[src/rtl/mapper_001_pkg.sv]
// Shared types and constants for the MMC1-style mapper (mapper_001).
package mapper_001_pkg;

    typedef enum logic [1:0] {
        MIR_ONE_LO = 2'd0,
        MIR_ONE_HI = 2'd1,
        MIR_VERT   = 2'd2,
        MIR_HORIZ  = 2'd3
    } mirror_e;

    typedef enum logic [1:0] {
        PRG_32K_A     = 2'd0,
        PRG_32K_B     = 2'd1,
        PRG_FIX_FIRST = 2'd2,
        PRG_FIX_LAST  = 2'd3
    } prg_mode_e;

    typedef enum logic [1:0] {
        SEL_CONTROL = 2'd0,
        SEL_CHR0    = 2'd1,
        SEL_CHR1    = 2'd2,
        SEL_PRG     = 2'd3
    } reg_sel_e;

    localparam logic [4:0] CONTROL_RESET = 5'b01100;
    localparam logic [2:0] LAST_COUNT    = 3'd4;

endpackage

[src/rtl/mapper_001_serial_loader.sv]
// MMC1 serial port: consecutive-write filter, 5-bit shift register and load strobe.
module mmc1_serial_loader
    import mapper_001_pkg::*;
(
    input  logic       clk_cpu,
    input  logic       rst,
    input  logic       i_romsel,
    input  logic       i_cpu_rw,
    input  logic       i_data_msb,
    input  logic       i_data_lsb,
    input  logic [1:0] i_reg_sel,
    output logic       o_load,
    output logic       o_clear,
    output logic [1:0] o_sel,
    output logic [4:0] o_value,
    output logic [2:0] o_count
);

    logic       r_prev_write;
    logic [4:0] r_shift;
    logic [2:0] r_count;
    logic       w_write;
    logic       w_accept;

    // A write on the edge right after another write is a CPU RMW artefact and is dropped.
    assign w_write  = i_romsel & ~i_cpu_rw;
    assign w_accept = w_write & ~r_prev_write;

    assign o_clear = w_accept & i_data_msb;
    assign o_load  = w_accept & ~i_data_msb & (r_count == LAST_COUNT);
    assign o_value = {i_data_lsb, r_shift[4:1]};
    assign o_sel   = i_reg_sel;
    assign o_count = r_count;

    always_ff @(posedge clk_cpu or posedge rst) begin
        if (rst) begin
            r_prev_write <= 1'b0;
            r_shift      <= 5'd0;
            r_count      <= 3'd0;
        end else begin
            // NOTE: non-blocking so every register here samples the pre-edge values.
            r_prev_write <= w_write;
            if (w_accept) begin
                if (i_data_msb || r_count == LAST_COUNT) begin
                    r_shift <= 5'd0;
                    r_count <= 3'd0;
                end else begin
                    r_shift <= {i_data_lsb, r_shift[4:1]};
                    r_count <= r_count + 3'd1;
                end
            end
        end
    end

endmodule

[src/rtl/mapper_001.sv]
// MMC1-style mapper: bank registers loaded from the serial port, PRG/CHR/CIRAM address muxes.
module mapper_001
    import mapper_001_pkg::*;
#(
    parameter int PRG_ROM_DEPTH = 18,
    parameter int CHR_ROM_DEPTH = 17,
    parameter int PRG_RAM_DEPTH = 13
) (
    input  logic                     clk_cpu,
    input  logic                     rst,
    input  logic [14:0]              cpu_addr,
    input  logic [7:0]               cpu_data_i,
    input  logic [13:0]              ppu_addr,
    input  logic                     cpu_rw,
    input  logic                     romsel,
    input  logic                     mirrorv,
    input  logic                     chr_ram,
    input  logic                     prg_ram,
    input  logic [PRG_ROM_DEPTH-1:0] prg_mask,
    input  logic [CHR_ROM_DEPTH-1:0] chr_mask,
    input  logic [PRG_RAM_DEPTH-1:0] prgram_mask,
    output logic [PRG_ROM_DEPTH-1:0] prg_addr,
    output logic [CHR_ROM_DEPTH-1:0] chr_addr,
    output logic [PRG_RAM_DEPTH-1:0] prgram_addr,
    output logic                     prg_cs,
    output logic                     chr_cs,
    output logic                     prgram_cs,
    output logic [7:0]               mapper_reg_o,
    output logic                     ciram_ce,
    output logic                     ciram_a10,
    output logic                     irq
);

    logic [4:0] r_control;
    logic [4:0] r_chr0;
    logic [4:0] r_chr1;
    logic [4:0] r_prg;

    logic       w_load;
    logic       w_clear;
    logic [1:0] w_sel;
    logic [4:0] w_value;
    logic [2:0] w_count;
    logic [3:0] w_prg_bank;
    logic [4:0] w_chr_bank;
    logic       w_unused_pins;

    // Header mirroring is superseded by the control register; CHR RAM uses the same addressing.
    assign w_unused_pins = ^{mirrorv, chr_ram, cpu_data_i[6:1]};

    mmc1_serial_loader u_loader (
        .clk_cpu    (clk_cpu),
        .rst        (rst),
        .i_romsel   (romsel),
        .i_cpu_rw   (cpu_rw),
        .i_data_msb (cpu_data_i[7]),
        .i_data_lsb (cpu_data_i[0]),
        .i_reg_sel  (cpu_addr[14:13]),
        .o_load     (w_load),
        .o_clear    (w_clear),
        .o_sel      (w_sel),
        .o_value    (w_value),
        .o_count    (w_count)
    );

    always_ff @(posedge clk_cpu or posedge rst) begin
        if (rst) begin
            r_control <= CONTROL_RESET;
            r_chr0    <= 5'd0;
            r_chr1    <= 5'd0;
            r_prg     <= 5'd0;
        end else if (w_clear) begin
            r_control <= r_control | CONTROL_RESET;
        end else if (w_load) begin
            case (reg_sel_e'(w_sel))
                SEL_CONTROL: r_control <= w_value;
                SEL_CHR0:    r_chr0    <= w_value;
                SEL_CHR1:    r_chr1    <= w_value;
                SEL_PRG:     r_prg     <= w_value;
                default:     r_prg     <= r_prg;
            endcase
        end
    end

    always_comb begin
        // NOTE: defaults first so no path leaves a variable unassigned and infers a latch.
        w_prg_bank = 4'h0;
        case (prg_mode_e'(r_control[3:2]))
            PRG_32K_A, PRG_32K_B: w_prg_bank = {r_prg[3:1], cpu_addr[14]};
            PRG_FIX_FIRST:        w_prg_bank = cpu_addr[14] ? r_prg[3:0] : 4'h0;
            PRG_FIX_LAST:         w_prg_bank = cpu_addr[14] ? 4'hF : r_prg[3:0];
            default:              w_prg_bank = 4'h0;
        endcase

        w_chr_bank = r_chr0;
        if (r_control[4]) w_chr_bank = ppu_addr[12] ? r_chr1 : r_chr0;
        else              w_chr_bank = {r_chr0[4:1], ppu_addr[12]};

        ciram_a10 = 1'b0;
        case (mirror_e'(r_control[1:0]))
            MIR_ONE_LO: ciram_a10 = 1'b0;
            MIR_ONE_HI: ciram_a10 = 1'b1;
            MIR_VERT:   ciram_a10 = ppu_addr[10];
            MIR_HORIZ:  ciram_a10 = ppu_addr[11];
            default:    ciram_a10 = 1'b0;
        endcase
    end

    assign prg_addr    = prg_mask & PRG_ROM_DEPTH'({w_prg_bank, cpu_addr[13:0]});
    assign chr_addr    = chr_mask & CHR_ROM_DEPTH'({w_chr_bank, ppu_addr[11:0]});
    assign prgram_addr = prgram_mask & PRG_RAM_DEPTH'(cpu_addr[12:0]);
    assign prg_cs      = romsel;
    assign ciram_ce    = ppu_addr[13];
    assign chr_cs      = ~ppu_addr[13];
    assign prgram_cs   = prg_ram & ~r_prg[4] & ~romsel & (cpu_addr[14:13] == 2'b11);
    assign mapper_reg_o = {w_count, r_control};
    assign irq         = 1'b0;

endmodule

[config.mk]
export PLATFORM = sky130hd
export DESIGN_NAME = mapper_001
export DESIGN_NICKNAME = d
export VERILOG_FILES = /design/src/rtl/mapper_001_pkg.sv /design/src/rtl/mapper_001_serial_loader.sv /design/src/rtl/mapper_001.sv
export SDC_FILE = /design/constraint.sdc
export NUM_CORES = 1
export LEC_CHECK = 0
export BUFFER_PORTS_ARGS = -buffer_cell sky130_fd_sc_hd__buf_2
export CAP_MARGIN = 25
export CORE_MARGIN = 2
export CORE_UTILIZATION = 38
export CTS_BUF_LIST = sky130_fd_sc_hd__clkbuf_4
export DETAILED_ROUTE_END_ITERATION = 7
export GPL_TIMING_DRIVEN = 0
export PLACE_DENSITY_LB_ADDON = 0.12
export SLEW_MARGIN = 10
export SYNTH_ARGS = -nofsm -noshare
export SYNTH_HDL_FRONTEND = slang
export SYNTH_SLANG_ARGS = --single-unit
[constraint.sdc]
create_clock -name clk_cpu -period 2.3 [get_ports clk_cpu]
set_clock_uncertainty 0.1 [all_clocks]
set_input_delay 0.23 -clock clk_cpu [delete_from_list [all_inputs] [get_ports clk_cpu]]
set_output_delay 0.23 -clock clk_cpu [all_outputs]
set_load 0.02 [all_outputs]
==> results of run 1 <==
## layout by cell type, fill, tap and decap left out, types with 3 or more instances in the layout
cell type / count
buf_2: 145
and2_1: 40
dfrtp_1: 26
mux2_2: 19
nand2_1: 11
inv_1: 9
a21boi_0: 9
o21ai_0: 7
a22o_1: 5
nand3_1: 4
a21oi_1: 3
buf_4: 3
clkbuf_4: 3
## synth_stat cells
master	n	share of area
and2_1	40	0.15
dfrtp_1	26	0.39
mux2_2	19	0.13
nand2_1	11	0.025
a21boi_0	9	0.041
inv_1	9	0.020
o21ai_0	7	0.021
a22o_1	5	0.026
nand3_1	4	0.012
a21oi_1	3	0.0090
buf_4	3	0.014
clkbuf_1	2	0.0045
dfstp_2	2	0.032
ha_1	2	0.015
nand2b_1	2	0.0075
o22a_1	2	0.011
a21o_1	1	0.0045
a31oi_1	1	0.0038
and2b_2	1	0.0053
buf_2	1	0.0030
clkbuf_2	1	0.0030
conb_1	1	0.0023
nand3b_1	1	0.0045
nor3_1	1	0.0030
nor3_4	1	0.0098
nor4_4	1	0.013
nor4b_1	1	0.0053
nor4b_4	1	0.014
or2_1	1	0.0038
or3b_2	1	0.0053
or4b_1	1	0.0060
or4bb_1	1	0.0068
## final timing paths
check                                              to  slack, ns
worst max-delay path                        r_chr1[0]       0.15
worst min-delay path            u_loader.r_prev_write       0.07
worst max register to register              r_chr1[0]       0.15
worst min register to register              r_chr1[1]       0.43
max in group asynchronous                r_control[2]       1.28
min in group asynchronous         u_loader.o_count[1]       0.30
## stage by stage
step                cell area, sq um  total power, mW  worst slack (ns)  hold slack [ns]  cells
floorplan                       1660            0.719             0.246            0.194    162
global placement                2450            0.864             0.185            0.386    358
detailed placement              2480            0.876             0.185            0.141    359
CTS                             2510             1.08             0.144           0.0564    364
global route                    2510             1.14            0.0559           0.0645    364
finish                          2510             1.07             0.146           0.0678    364
## per-layer routing
metal | part of all wire | routed length (um) | global-route usage | vias up
li1 | - | - | - | 849
met1 | 0.44 | 2030 | 0.248 | 772
met2 | 0.49 | 2290 | 0.322 | 66
met3 | 0.062 | 291 | 0.0274 | 4
met4 | 0.010 | 48 | 0.0684 | 0
met5 | 0 | 0 | 0 | -
## state kept, by name, summed over array words and instances (netlist names)
signal,flops
r_chr0,5
r_chr1,5
r_control,5
r_prg,5
u_loader.r_shift,4
u_loader.o_count,3
u_loader.r_prev_write,1
## final cells by class
| class | instances | area, sq um | share of cell area |
|---|---|---|---|
| multi-input cells | 118 | 887 | 0.353 |
| repair buffers | 146 | 758 | 0.302 |
| flip-flops and latches | 28 | 703 | 0.280 |
| well taps | 52 | 65.1 | 0.0259 |
| plain buffers | 7 | 40.0 | 0.0159 |
| inverters | 9 | 33.8 | 0.0134 |
| clock buffers | 3 | 22.5 | 0.00896 |
| clock inverters | 1 | 3.75 | 0.00149 |
## power breakdown
group,switching [mW],internal [mW],total [mW]
Sequential,0.0242,0.515,0.539
Clock,0.141,0.0636,0.205
Combinational,0.174,0.151,0.325
## critical path, delay by kind of cell, from the launching register on
| kind | cells | cell delay, ns |
|---|---|---|
| and+or+nand+nor | 2 | 0.95 |
| DFF | 1 | 0.41 |
| muxes | 1 | 0.39 |
| buffers and inverters | 1 | 0.20 |
## cells by family after synthesis
family | count (synthesis)
compound gates | 28
fa+ha+maj | 2
buf+inv | 16
flops | 28
mux | 19
other cells | 1
simple gates | 68
==> out/metrics.csv, run 1 <==
stage,metric,value,unit
sta,min_period_over_period,0.937,
flow_run,cap_violations,0,
finish,area_growth,51.1,%
die,initial_core_util,0.388,
setup_path,cp.required,2.42,ns
cts,post_cts_buffers,0,
logic_synthesis,ys_types,32,
routing,vias,1691,
routing,vias_per_cell,4.65,
cts,clkTransAtPathRegs,0.15,ns
sta,hold_viol_final,0,
setup_path,path_class,register to register,
cts,clock_latency,0.33,ns
logic_synthesis,syn_area,0.00166,sq mm
finish,nets,407,
cts,htreeDepth,1,
logic_synthesis,syn_nets,256,
finish,drive_gt1_frac,0.574,
pwr,p_per_area,425,mW/mm^2
setup_path,critPathMaxStageDelay,0.49,ns
setup_path,critPathLaunch,u_loader.r_prev_write,
cts,cts_made_buffers,3,
logic_synthesis,yosysWarnings,0,
pwr,ir_worst_vdd,0.000287,V
routing,routedWlPerCell,12.8,um
routing,drc,0,
sta,tns,0,ns
die,core_area,0.00429,sq mm
setup_path,path_cells,or4b_1 -> buf_2 -> nor4b_4 -> mux2_2,
logic_synthesis,synth-compound-area-share,0.116,
place,dpl.hpwl,3980,um
sta,fin_crit,2.15,ns
setup_path,crit_fanout,6,
cts,clockRootBuffer,clkbuf_4,
sta,slew_violations,0,
die,die_w,70.2,um
setup_path,end_kind,register,
cts,clockBufferDepth,2,
logic_synthesis,yosysSeqAreaShare,0.423,
finish,final.fill_count,393,
die,pin_count,154,
grt,grt_pass1_wl,7550,um
pwr,p_leak,1.44,nW
routing,totalWireLength,4660,um
logic_synthesis,synthAdderAreaFrac,0.0150,
setup_path,worst_path_max_delay_cell,or4b_1,
setup_path,arrival,2.28,ns
place,gp_congestion,0.811,
logic_synthesis,ys_ff_latch,28,
routing,first_pass_iters,4,
sta,rsz0062_at_grt,no,
cts,clkSinkCount,28,
sta,fmax,464,MHz
cts,ctsHoldBuffers,1,
routing,dr.first_iter.drc_count,15,
grt,grt-ovfl-total,0,
sta,setup_viol,0,
grt,antenna_found_initial,0,
logic_synthesis,yosys.area_share.simple,0.271,
logic_synthesis,synthMuxAreaShare,0.129,
finish,final_core_util,0.585,
setup_path,r2r_start,u_loader.r_prev_write,
grt,grt_pass1_vias,1599,
cts,cts_tree,built,
worst_hold_path,hold_start,romsel,
finish,num_antenna_cells,0,
setup_path,r2r_cells,4,
logic_synthesis,synth_xor_area_frac,0,
place,io_buffers,144,
die,die_height,70.2,um
grt,grt_start_max_net_pins,22,
cts,cts_resized,0,
worst_hold_path,hold_class,input pin to register,
die,rows,24,
worst_hold_path,holdPathStages,2,
setup_path,critPathLaunchType,register,
die,dieArea,0.00492,sq mm
logic_synthesis,synth_top_family_by_area,simple AND/OR/NAND/NOR gates,
grt,grt_use_total,0.190,
logic_synthesis,avgSynthCellArea,10.3,sq um
logic_synthesis,syn_inst,162,
run_status,status,"complete, no violations",
routing,antenna_left,0,
Note: power is estimated with default switching activity, not from simulation.
==> run 2: changes to the inputs <==
CTS_CLUSTER_DIAMETER = 120   (was default)
PLACE_DENSITY = 0.78   (was default)
PLACE_DENSITY_LB_ADDON = default   (was 0.12)
==> out/metrics.csv, run 2 (same netlist as run 1, synthesis figures left out) <==
stage,metric,value,unit
sta,fmax,474,MHz
routing,routedWlPerCell,11.4,um
routing,vias,1664,
routing,totalWireLength,4170,um
die,die_height,70.2,um
setup_path,path_class,register to register,
routing,topRoutingLayerUsed,met4,
sta,min_period_over_period,0.917,
worst_hold_path,hold_start,romsel,
sta,fin_crit,2.11,ns
sta,slew_violations,0,
cts,clockBufferDepth,2,
cts,cts_made_buffers,3,
sta,setup_slack,0.192,ns
routing,dr.first_iter.drc_count,40,
cts,cts_tree,built,
cts,clkTransAtPathRegs,0.14,ns
die,die_w,70.2,um
pwr,p_leak,1.44,nW
place,place_ws,0.190,ns
setup_path,critPathLaunch,u_loader.r_prev_write,
worst_hold_path,hold_class,input pin to register,
routing,drc,0,
finish,nets,407,
place,placed_area,0.00245,sq mm
sta,tns,0,ns
grt,grt_start_max_net_pins,29,
die,pin_count,154,
pwr,ir_worst_vdd,0.000220,V
place,dpl.hpwl,3530,um
finish,design_area,0.00251,sq mm
routing,drt-met1-wl,1680,um
run_status,status,"complete, no violations",
cts,clkSinkCount,28,
finish,stdcell_count,364,
die,core_area,0.00429,sq mm
grt,grt_pass1_vias,1533,
grt,antenna_found_initial,0,
cts,clockRootBuffer,clkbuf_4,
finish,area_growth,51.1,%
cts,clock_latency,0.31,ns
grt,grt_pass1_wl,6880,um
routing,met3_length,312,um
finish,drive_gt1_frac,0.574,
grt,grt_use_total,0.170,
setup_path,crit_fanout,6,
setup_path,cp.required,2.42,ns
place,gp_congestion,0.787,
cts,htreeDepth,1,
finish,num_antenna_cells,0,
finish,final_cell_mix,"145 x buf_2, 40 x and2_1, 26 x dfrtp_1",
sta,hold_viol_final,0,
routing,wl_met2,2140,um
setup_path,r2r_start,u_loader.r_prev_write,
grt,grt-ovfl-total,0,
die,initial_core_util,0.388,
routing,antenna_left,0,
die,rows,24,
place,place_inst,358,
routing,first_pass_iters,4,
finish,final_core_util,0.585,
setup_path,critPathLaunchType,register,
sta,rsz0062_at_grt,no,
setup_path,end_kind,register,
die,dieArea,0.00492,sq mm
place,io_buffers,144,
setup_path,arrival,2.23,ns
flow_run,cap_violations,0,
finish,final_common_cell,buf_2,
routing,vias_per_cell,4.57,
cts,cts_resized,0,
sta,setup_viol,0,
pwr,p_per_area,422,mW/mm^2
-- run 2: critical path: stages (launching register included) --
cell and delay (ns):
dfrtp_1 0.41, or4b_1 0.48, buf_2 0.20, nor4b_4 0.44, mux2_2 0.39
-- run 2: routing by layer --
metal,GRT usage,vias to the layer above
met2,0.316,61
met5,0,-
met1,0.194,746
met3,0.0332,4
met4,0.0513,0
li1,-,853
-- run 2: final timing paths --
path	slack, ns	cells past startpoint	endpoint
min reg2reg	0.42	1	r_chr1[1]
min	0.08	2	u_loader.r_prev_write
max in group asynchronous	1.19	4	r_control[3]
max reg2reg	0.19	4	r_chr1[2]
max	0.19	4	r_chr1[2]
min in group asynchronous	0.36	3	r_chr1[4]
-- run 2: final cells by class --
class	count	area, sq um
inverters	9	33.8
well taps	52	65.1
fillers	398	1780
repair buffers	146	758
flip-flops and latches	28	703
plain buffers	7	40.0
clock inverters	1	3.75
multi-input cells	118	887
clock buffers	3	22.5
-- run 2: power breakdown --
group | internal [mW] | switching, mW | total [mW] | leakage (nW)
logic | 0.152 | 0.171 | 0.323 | 1.05
registers | 0.515 | 0.0230 | 0.538 | 0.379
clock network | 0.0635 | 0.137 | 0.201 | 0.0154
-- run 2: through the flow --
step,power (mW),hold slack (ns)
6_report,1.06,0.0829
5_1_grt,1.13,0.0685
4_1_cts,1.07,0.0548
3_5_place_dp,0.867,0.397
3_3_place_gp,0.858,0.389
2_1_floorplan,0.719,0.194
-- run 2: repair_timing --
item	in CTS	in global routing
setup buffers	0	0
hold buffers	0	1
hold endpoints to repair	0	10
